==> src/rtl/cache_define.sv <==
// Shared definitions for the trace command front end.
// Contents: trace command codes, boolean constants, queue state encoding,
// default cache geometry, and a helper that classifies legal command codes.
package cache_define;

  typedef enum logic [3:0] {
    READ_D   = 4'd0,
    WRITE_D  = 4'd1,
    READ_I   = 4'd2,
    SNP_INV  = 4'd3,
    SNP_RD   = 4'd4,
    SNP_WR   = 4'd5,
    SNP_RWIM = 4'd6,
    CLEAR    = 4'd8,
    PRINT    = 4'd9
  } trace_cmd_e;

  localparam logic TRUE  = 1'b1;
  localparam logic FALSE = 1'b0;

  typedef enum logic [1:0] {
    Q_IDLE  = 2'd0,
    Q_RUN   = 2'd1,
    Q_DRAIN = 2'd2,
    Q_DONE  = 2'd3
  } q_state_e;

  localparam int CMD_W           = 4;
  localparam int DEF_DEPTH       = 8;
  localparam int DEF_ADDR_W      = 32;
  localparam int DEF_OFFSET_BITS = 6;
  localparam int DEF_INDEX_BITS  = 14;

  function automatic logic is_legal_cmd(input logic [3:0] cmd);
    logic legal;
    legal = FALSE;
    case (cmd)
      READ_D, WRITE_D, READ_I, SNP_INV, SNP_RD, SNP_WR, SNP_RWIM, CLEAR, PRINT:
        legal = TRUE;
      default: legal = FALSE;
    endcase
    return legal;
  endfunction

endpackage

==> src/rtl/cmd_fifo.sv <==
// First-word-fall-through FIFO with registered write (no write-to-read bypass).
// Ports: clk, rst_n (async active-low), push/wdata, pop/rdata (head entry),
// mark_tail sets bit 0 of the most recently written entry, full, empty,
// single (exactly one entry held).
module cmd_fifo
  import cache_define::*;
#(
  parameter int DEPTH = 8,
  parameter int WIDTH = 8
) (
  input  logic             clk,
  input  logic             rst_n,
  input  logic             push,
  input  logic [WIDTH-1:0] wdata,
  input  logic             pop,
  input  logic             mark_tail,
  output logic [WIDTH-1:0] rdata,
  output logic             full,
  output logic             empty,
  output logic             single
);

  localparam int AW = $clog2(DEPTH);

  logic [AW:0]      wr_ptr, rd_ptr, tail_ptr, fill;
  logic [WIDTH-1:0] mem [DEPTH];
  logic             do_push, do_pop;

  // Extra pointer MSB distinguishes full from empty when the index bits match.
  assign full     = (wr_ptr[AW] != rd_ptr[AW]) && (wr_ptr[AW-1:0] == rd_ptr[AW-1:0]);
  assign empty    = (wr_ptr == rd_ptr);
  assign fill     = wr_ptr - rd_ptr;
  assign single   = (fill == {{AW{1'b0}}, 1'b1});
  assign tail_ptr = wr_ptr - {{AW{1'b0}}, 1'b1};
  assign do_push  = push && !full;
  assign do_pop   = pop && !empty;
  assign rdata    = mem[rd_ptr[AW-1:0]];

  always_ff @(posedge clk or negedge rst_n) begin
    if (!rst_n) begin
      wr_ptr <= '0;
      rd_ptr <= '0;
      for (int i = 0; i < DEPTH; i++) mem[i] <= '0;
    end else begin
      if (do_push) begin
        mem[wr_ptr[AW-1:0]] <= wdata;
        wr_ptr              <= wr_ptr + {{AW{1'b0}}, 1'b1};
      end
      // Only reached with no push in the same cycle, so tail_ptr is the last write.
      if (mark_tail && !empty) mem[tail_ptr[AW-1:0]][0] <= TRUE;
      if (do_pop) rd_ptr <= rd_ptr + {{AW{1'b0}}, 1'b1};
    end
  end

endmodule

==> src/rtl/trace_cmd_queue.sv <==
// Front end between the trace parser and the LLC model: validates command
// codes, queues legal commands, splits the address into tag/index/offset,
// and tracks end-of-trace through to a sticky done.
// Ports: clk, rst_n; in_valid/in_ready/in_cmd/in_addr/in_eof (parser side);
// out_valid/out_ready/out_cmd/out_tag/out_index/out_offset/out_last (cache
// side); err_pulse, err_sticky, done.
// Build option: TRACE_STATS_EN adds saturating stat_rd/stat_wr/stat_snoop/
// stat_drop counters.
//
// state   | meaning
// Q_IDLE  | nothing accepted yet
// Q_RUN   | accepting trace commands
// Q_DRAIN | end of trace seen, issuing remaining entries, input closed
// Q_DONE  | final command issued, holds until reset
module trace_cmd_queue
  import cache_define::*;
#(
  parameter int DEPTH       = DEF_DEPTH,
  parameter int ADDR_W      = DEF_ADDR_W,
  parameter int OFFSET_BITS = DEF_OFFSET_BITS,
  parameter int INDEX_BITS  = DEF_INDEX_BITS
) (
  input  logic                                 clk,
  input  logic                                 rst_n,
  input  logic                                 in_valid,
  output logic                                 in_ready,
  input  logic [3:0]                           in_cmd,
  input  logic [ADDR_W-1:0]                    in_addr,
  input  logic                                 in_eof,
  output logic                                 out_valid,
  input  logic                                 out_ready,
  output logic [3:0]                           out_cmd,
  output logic [ADDR_W-INDEX_BITS-OFFSET_BITS-1:0] out_tag,
  output logic [INDEX_BITS-1:0]                out_index,
  output logic [OFFSET_BITS-1:0]               out_offset,
  output logic                                 out_last,
  output logic                                 err_pulse,
  output logic                                 err_sticky,
  output logic                                 done
`ifdef TRACE_STATS_EN
  ,
  output logic [31:0]                          stat_rd,
  output logic [31:0]                          stat_wr,
  output logic [31:0]                          stat_snoop,
  output logic [15:0]                          stat_drop
`endif
);

  // Entry layout: {cmd, addr, last}
  localparam int WIDTH = CMD_W + ADDR_W + 1;
  localparam int LO_IX = OFFSET_BITS + 1;
  localparam int LO_TG = OFFSET_BITS + INDEX_BITS + 1;

  q_state_e         state;
  logic [WIDTH-1:0] head;
  logic             full, empty, single;
  logic             open, legal, accept, push, pop, eof_evt, mark;

  assign open     = (state == Q_IDLE) || (state == Q_RUN);
  assign in_ready = open && !full;
  assign legal    = is_legal_cmd(in_cmd);
  assign accept   = in_valid && in_ready;
  assign push     = accept && legal;
  assign pop      = out_valid && out_ready;
  // End of trace counts unless it rides on a beat that is being held off.
  assign eof_evt  = in_eof && open && (!in_valid || !full);
  // Eof without an enqueue flags whatever entry was queued last.
  assign mark     = eof_evt && !push;

  cmd_fifo #(.DEPTH(DEPTH), .WIDTH(WIDTH)) u_fifo (
    .clk       (clk),
    .rst_n     (rst_n),
    .push      (push),
    .wdata     ({in_cmd, in_addr, in_eof}),
    .pop       (pop),
    .mark_tail (mark),
    .rdata     (head),
    .full      (full),
    .empty     (empty),
    .single    (single)
  );

  assign out_valid  = !empty;
  assign out_cmd    = head[WIDTH-1 -: CMD_W];
  assign out_tag    = head[ADDR_W:LO_TG];
  assign out_index  = head[LO_TG-1:LO_IX];
  assign out_offset = head[LO_IX-1:1];
  assign out_last   = head[0];

  always_ff @(posedge clk or negedge rst_n) begin
    if (!rst_n) begin
      state      <= Q_IDLE;
      done       <= FALSE;
      err_pulse  <= FALSE;
      err_sticky <= FALSE;
    end else begin
      err_pulse <= accept && !legal;
      if (accept && !legal) err_sticky <= TRUE;
      case (state)
        Q_IDLE, Q_RUN: begin
          if (eof_evt) begin
            // Nothing left to issue after this edge: finish without draining.
            if (!push && (empty || (single && pop))) begin
              state <= Q_DONE;
              done  <= TRUE;
            end else begin
              state <= Q_DRAIN;
            end
          end else if (accept) begin
            state <= Q_RUN;
          end
        end
        Q_DRAIN: begin
          if ((pop && out_last) || empty) begin
            state <= Q_DONE;
            done  <= TRUE;
          end
        end
        Q_DONE:  state <= Q_DONE;
        default: state <= Q_IDLE;
      endcase
    end
  end

`ifdef TRACE_STATS_EN
  always_ff @(posedge clk or negedge rst_n) begin
    if (!rst_n) begin
      stat_rd    <= '0;
      stat_wr    <= '0;
      stat_snoop <= '0;
      stat_drop  <= '0;
    end else begin
      if (pop) begin
        case (out_cmd)
          READ_D, READ_I:
            if (stat_rd != '1) stat_rd <= stat_rd + 32'd1;
          WRITE_D:
            if (stat_wr != '1) stat_wr <= stat_wr + 32'd1;
          SNP_INV, SNP_RD, SNP_WR, SNP_RWIM:
            if (stat_snoop != '1) stat_snoop <= stat_snoop + 32'd1;
          default: ;
        endcase
      end
      if (accept && !legal && (stat_drop != '1)) stat_drop <= stat_drop + 16'd1;
    end
  end
`endif

endmodule

==> config.mk <==
export PLATFORM = sky130hd
export DESIGN_NAME = trace_cmd_queue
export DESIGN_NICKNAME = d
export VERILOG_FILES = /design/src/rtl/cache_define.sv /design/src/rtl/cmd_fifo.sv /design/src/rtl/trace_cmd_queue.sv
export SDC_FILE = /design/constraint.sdc
export NUM_CORES = 1
export LEC_CHECK = 0
export ABC_CLOCK_PERIOD_IN_PS = 3500
export CAP_MARGIN = 5
export CORE_ASPECT_RATIO = 0.5
export CORE_MARGIN = 2
export CORE_UTILIZATION = 35
export CTS_CLUSTER_SIZE = 8
export DETAILED_ROUTE_END_ITERATION = 7
export DONT_BUFFER_PORTS = 1
export PLACE_DENSITY = 0.46
export SYNTH_ARGS = -nofsm -noshare
export SYNTH_HDL_FRONTEND = slang
export SYNTH_SLANG_ARGS = --single-unit
==> constraint.sdc <==
create_clock -name clk -period 3.5 [get_ports clk]
set_input_delay 0.35 -clock clk [delete_from_list [all_inputs] [get_ports clk]]
set_output_delay 0.35 -clock clk [all_outputs]
set_load 0.005 [all_outputs]
==> results of run 1 <==
[cells by family after synthesis]
logic type | after synthesis | synth area share (%)
compound gates | 36 | 1.75
mux | 364 | 35.2
xor+xnor | 11 | 0.768
buf+inv | 68 | 2.74
fa+ha+maj | 7 | 0.656
flops | 309 | 53.3
simple gates | 177 | 5.61
[layer usage]
metal	GRT usage (%)	vias up	routed length [um]
li1	-	3634	-
met1	23.1	4407	16500
met2	26.9	131	16400
met3	3.32	38	1200
met4	3.89	0	490
met5	0	-	0
[final cells by class]
| class | count | area, sq um | area share [%] |
|---|---|---|---|
| flip-flops and latches | 309 | 7740 | 46.6 |
| well taps | 540 | 676 | 4.07 |
| repair buffers | 61 | 631 | 3.79 |
| multi-input cells | 595 | 6380 | 38.4 |
| inverters | 7 | 26.3 | 0.158 |
| diodes | 2 | 5.00 | 0.0301 |
| clock buffers | 45 | 1100 | 6.65 |
| clock inverters | 4 | 52.6 | 0.316 |
[worst max-delay path: stages (launching register included)]
cell and delay [ps]:
dfrtp_1 520, clkinv_1 160, ha_1 330, nand3_1 130, o211ai_1 200, nor2_4 660, buf_12 280, mux2_2 350
[cell usage in the layout (no fill, tap or decap), types with 2 or more instances in the layout]
| master | n |
|---|---|
| a2111oi_0 | 2 |
| a21oi_1 | 2 |
| a31oi_1 | 3 |
| and2_1 | 2 |
| and3_1 | 2 |
| and3_2 | 2 |
| buf_12 | 6 |
| buf_4 | 16 |
| clkbuf_16 | 44 |
| dfrtp_1 | 306 |
| dfrtp_4 | 2 |
| diode_2 | 2 |
| dlygate4sd3_1 | 39 |
| ha_1 | 6 |
| inv_1 | 5 |
| inv_6 | 2 |
| mux2_1 | 4 |
| mux2_2 | 238 |
| mux2_4 | 50 |
| mux4_2 | 72 |
| nand2_1 | 113 |
| nand2b_1 | 4 |
| nand3_1 | 13 |
| nand4_1 | 8 |
| nor2_1 | 8 |
| nor2_4 | 6 |
| nor2b_1 | 4 |
| nor3_1 | 3 |
| o2111ai_1 | 3 |
| o211ai_1 | 7 |
| o21ai_0 | 9 |
| o21ai_1 | 2 |
| or3_1 | 6 |
| xnor2_1 | 7 |
| xor2_1 | 2 |
[where the power goes]
part           switching (mW)  internal [mW]
registers               0.106           3.77
clock network            1.50           2.22
logic                    1.26          0.923
total                    2.87           6.91
[worst min-delay path by stage]
| stage | from | end |
|---|---|---|
| detailed placement | rst_n | asynchronous set/reset pin |
| finish | rst_n | asynchronous set/reset pin |
| floorplan | rst_n | asynchronous set/reset pin |
| CTS | rst_n | asynchronous set/reset pin |
| global route | rst_n | asynchronous set/reset pin |
| global placement | rst_n | asynchronous set/reset pin |
[through the flow]
step | setup slack [ps] | std cells | hold WS (ps)
finish | 730 | 1563 | -493
global route | 481 | 1563 | -519
CTS | 674 | 1561 | -527
detailed placement | 725 | 1473 | 65.0
global placement | 752 | 1473 | 63.8
floorplan | 659 | 972 | 54.4
==> flow_metrics.env, run 1 <==
export IMPL_start_util_pct=35.7
export IMPL_synth_seq_cells=309
export IMPL_syn_avg_cell_area_sq_um=14.9
export IMPL_worstReg2RegStart="u_fifo.wr_ptr[0]"
export IMPL_status="finished, violations left"
export IMPL_startpoint_type="flop"
export IMPL_synth_top_cell_area_share_pct=53.3
export IMPL_ios=83
export IMPL_grt_usage_pct=16.6
export IMPL_r2r_slack_ps=730
export IMPL_max_freq_mhz=361
export IMPL_numCtsBuffers=44
export IMPL_finalCritPeriodShare_pct=79.1
export IMPL_synth_area_leaders="dfrtp_1, mux2_2, mux4_2"
export IMPL_yosysMostFrequentCell="dfrtp_1"
export IMPL_die_width_um=292
export IMPL_io_buffers=0
export IMPL_drt_pass1_iterations=4
export IMPL_crit_type="reg2reg"
export IMPL_violations="hold timing"
export IMPL_nets=1066
export IMPL_drv_slew=0
export IMPL_drtAntennaViolNets=0
export IMPL_die_h_um=148
export IMPL_cts_hold_buf=39
export IMPL_syn2layout_area_growth_pct=14.6
export IMPL_critPathCaptureType="flop"
export IMPL_hold_viol=309
export IMPL_ctsHtreeMaxLevel=2
export IMPL_ys_seq_area_share_pct=53.3
export IMPL_arrival_ps=3190
export IMPL_synth_edf_count=0
export IMPL_hold_class="in2async"
export IMPL_rsz0062_at_grt="false"
export IMPL_yosysTopAreaCell="dfrtp_1"
export IMPL_grt_pass1_vias=8918
export IMPL_clockRootBuffer="clkbuf_16"
export IMPL_report_final_setup_viol=0
export IMPL_p_leak_nw=7.66
export IMPL_placementRows=52
export IMPL_syn_num_nets=1020
export IMPL_viasPerCell=5.25
export IMPL_holdWs_ps=-493
export IMPL_synth_ff_type="dfrtp_1"
export IMPL_routabilityCongestion=0.807
export IMPL_num_vias=8210
export IMPL_yosys_warnings=0
export IMPL_cts_tree="yes"
export IMPL_cts_resized=0
export IMPL_cap_violations=0
export IMPL_path_clk_slew_ps=50
export IMPL_drcViolationCount=0
export IMPL_grt_pass1_wl_um=55200
export IMPL_synthArstFlopShare_pct=100
export IMPL_finalClockSkew_ps=11.4
export IMPL_clk_path_buf_depth=3
export IMPL_wl_per_cell_um=22.1
export IMPL_dpl_hpwl_um=18600
export IMPL_p_per_area_nw_per_um2=589
export IMPL_yosys_top_cells_count="dfrtp_1, mux2_2, nand2_1, mux4_2, mux2_4"
export IMPL_critPathLaunch="u_fifo.wr_ptr[0]"
export IMPL_insertion_delay_ps=540
export IMPL_cts_sinks=309
export IMPL_die_area_sq_um=43200
export IMPL_yosys_cell_types_count=53
export IMPL_synthesis_instances=972
export IMPL_max_slew_margin_pct=42.9
export IMPL_design_area_sq_um=16600
export IMPL_period_needed_ps=2770
export IMPL_fillCellCount=3696
export IMPL_drt_wl_total_um=34600
export IMPL_cts_setup_buffers=0
export IMPL_grt_overflow=0
export IMPL_syn_cell_area_sq_um=14500
export IMPL_tns_ps=0
export IMPL_antenna_found_initial=2
export IMPL_dr_first_iter_drc_count=513
export IMPL_final_util_pct=40.9
export IMPL_reg2reg_depth=7
export IMPL_worst_pin_slew_ps=856
export IMPL_drive_gt1_share_pct=44.1
export IMPL_fp_coreArea_sq_um=40700
export IMPL_placed_area_sq_um=15100
export IMPL_peakVddDrop_uv=476
export IMPL_crit_fanout=19
export IMPL_grt_max_degree=310
export IMPL_total_power_mw=9.78
export IMPL_crit_required_ps=3920
Note: power is estimated with default switching activity, not from simulation.
==> inputs of run 2 (changes only) <==
--- a/config.mk
+++ b/config.mk
@@ -5,7 +5,7 @@
 export SDC_FILE = /design/constraint.sdc
 export NUM_CORES = 1
 export LEC_CHECK = 0
-export ABC_CLOCK_PERIOD_IN_PS = 3500
+export ABC_CLOCK_PERIOD_IN_PS = 2300
 export CAP_MARGIN = 5
 export CORE_ASPECT_RATIO = 0.5
 export CORE_MARGIN = 2
@@ -13,7 +13,7 @@
 export CTS_CLUSTER_SIZE = 8
 export DETAILED_ROUTE_END_ITERATION = 7
 export DONT_BUFFER_PORTS = 1
-export PLACE_DENSITY = 0.46
+export PLACE_DENSITY = 0.48
 export SYNTH_ARGS = -nofsm -noshare
 export SYNTH_HDL_FRONTEND = slang
 export SYNTH_SLANG_ARGS = --single-unit
==> constraint.sdc (replaced) <==
create_clock -name clk -period 2.3 [get_ports clk]
set_input_delay 0.23 -clock clk [delete_from_list [all_inputs] [get_ports clk]]
set_output_delay 0.23 -clock clk [all_outputs]
set_load 0.005 [all_outputs]
==> flow_metrics.env, run 2 (same netlist as run 1, synthesis figures left out) <==
export IMPL_num_vias=8641
export IMPL_final_cells=1621
export IMPL_final_cell_mix="dfrtp_1, mux2_2, mux2_4"
export IMPL_crit_required_ps=2730
export IMPL_layout_commonest_cell="dfrtp_1"
export IMPL_drt_pass1_iterations=4
export IMPL_placementRows=52
export IMPL_status="finished, violations left"
export IMPL_cts_hold_buf=40
export IMPL_max_freq_mhz=428
export IMPL_grt_pass1_vias=9179
export IMPL_ctsHtreeMaxLevel=2
export IMPL_dpl_hpwl_um=19600
export IMPL_max_slew_margin_pct=38.2
export IMPL_worstReg2RegStart="u_fifo.rd_ptr[1]"
export IMPL_drcViolationCount=0
export IMPL_hold_class="in2async"
export IMPL_arrival_ps=2770
export IMPL_p_per_area_nw_per_um2=925
export IMPL_nets=1123
export IMPL_holdWs_ps=-612
export IMPL_start_util_pct=35.7
export IMPL_antenna_found_initial=1
export IMPL_total_power_mw=16.8
export IMPL_insertion_delay_ps=550
export IMPL_finalCritPeriodShare_pct=102
export IMPL_die_width_um=292
export IMPL_critPathCaptureType="flop"
export IMPL_routabilityCongestion=0.778
export IMPL_grt_usage_pct=18.2
export IMPL_dp_cells=1492
export IMPL_report_final_setup_viol=25
export IMPL_syn2layout_area_growth_pct=25.2
export IMPL_seqPwrFrac_pct=35.3
export IMPL_setup_ws_ps=-39.1
export IMPL_viasPerCell=5.33
export IMPL_clk_path_buf_depth=3
export IMPL_cts_tree="yes"
export IMPL_crit_fanout=7
export IMPL_pwr_share_comb_pct=30.1
export IMPL_ios=83
export IMPL_rsz0062_at_grt="true"
export IMPL_worst_pin_slew_ps=926
export IMPL_drv_slew=0
export IMPL_critPathLaunch="u_fifo.rd_ptr[1]"
export IMPL_drtAntennaViolNets=0
export IMPL_period_needed_ps=2340
export IMPL_clockRootBuffer="clkbuf_16"
export IMPL_crit_type="reg2reg"
export IMPL_hold_viol=309
export IMPL_cap_violations=0
export IMPL_p_sw_share_pct=30.6
export IMPL_grt_max_degree=310
export IMPL_cts_sinks=309
export IMPL_finalClockSkew_ps=9.16
export IMPL_io_buffers=0
export IMPL_die_h_um=148
export IMPL_wl_per_cell_um=24.7
export IMPL_drive_gt1_share_pct=53.6
export IMPL_numCtsBuffers=44
export IMPL_startpoint_type="flop"
export IMPL_die_area_sq_um=43200
export IMPL_drt_wl_total_um=40000
export IMPL_grt_overflow=0
export IMPL_switchingPower_mw=5.13
export IMPL_p_leak_nw=8.27
export IMPL_p_clk_share_pct=34.6
export IMPL_p_int_mw=11.7
export IMPL_dr_first_iter_drc_count=701
export IMPL_path_clk_slew_ps=50
export IMPL_grt_pass1_wl_um=59200
export IMPL_violations="hold timing, setup timing"
export IMPL_peakVddDrop_uv=659
export IMPL_fp_coreArea_sq_um=40700
[run 2: area by class of cell]
cell class / count / area [sq um]
Clock inverter: 3 / 47.5
Tap cell: 540 / 676
Fill cell: 3544 / 22500
Timing Repair Buffer: 118 / 1740
Antenna cell: 1 / 2.50
Clock buffer: 48 / 1130
Inverter: 7 / 33.8
Sequential cell: 309 / 7740
Multi-Input combinational cell: 595 / 6780
[run 2: path summary, 6_finish.rpt]
check                                             end  slack (ps)  cells after the start
setup / recovery                                 flop         -40                      8
hold / removal             asynchronous set/reset pin        -610                      0
setup reg to reg                                 flop         -40                      8
hold reg to reg                                  flop         480                      1
max in group asynchronous  asynchronous set/reset pin        2150                      0
min in group clk                             state[0]          30                      4
[run 2: through the flow]
stage	setup slack [ps]	utilization (%)	TNS, ps	hold slack [ps]	cell area, sq um
after floorplan	-94.1	-	-5250	-65.6	14600
after global placement	0.492	37.8	0	-54.8	15400
after detailed placement	-10.6	37.8	-28.4	-51.9	15400
after CTS	-81.7	43.2	-1100	-642	17600
after global routing	-91.8	44.6	-4740	-640	18100
final	-39.1	44.6	-474	-612	18100
[run 2: metal layers]
layer	part of all wire [%]	track usage, %	vias to the layer above
met4	1.8	4.46	0
met1	48	26.1	4659
met2	46	28.8	168
li1	-	-	3755
met5	0	0	-
met3	4.2	3.11	59
[run 2: critical path: stages, from the launching register on]
cell and delay [ps]:
dfrtp_4 510, inv_4 80, ha_4 210, and3_4 190, a2111oi_4 480, nand2_4 90
buf_12 170, clkbuf_16 180, mux2_4 300
[run 2: what timing repair did]
item,4_1_cts,5_1_grt
setup endpoints to repair,42,269
gates resized for setup,51,93
endpoints found under the hold margin,603,309
buffers inserted,7,14
cloned,12,10
pin swaps,13,26
[run 2: power by group through the flow]
stage                     Combinational [mW]  Clock, mW  Sequential [mW]
final                                   5.05       5.81             5.93
after floorplan                         2.52          0             5.93
after CTS                               5.04       5.97             5.91
after global placement                  3.46          0             5.97
after detailed placement                3.47          0             5.98
after global routing                    5.38       6.23             5.95
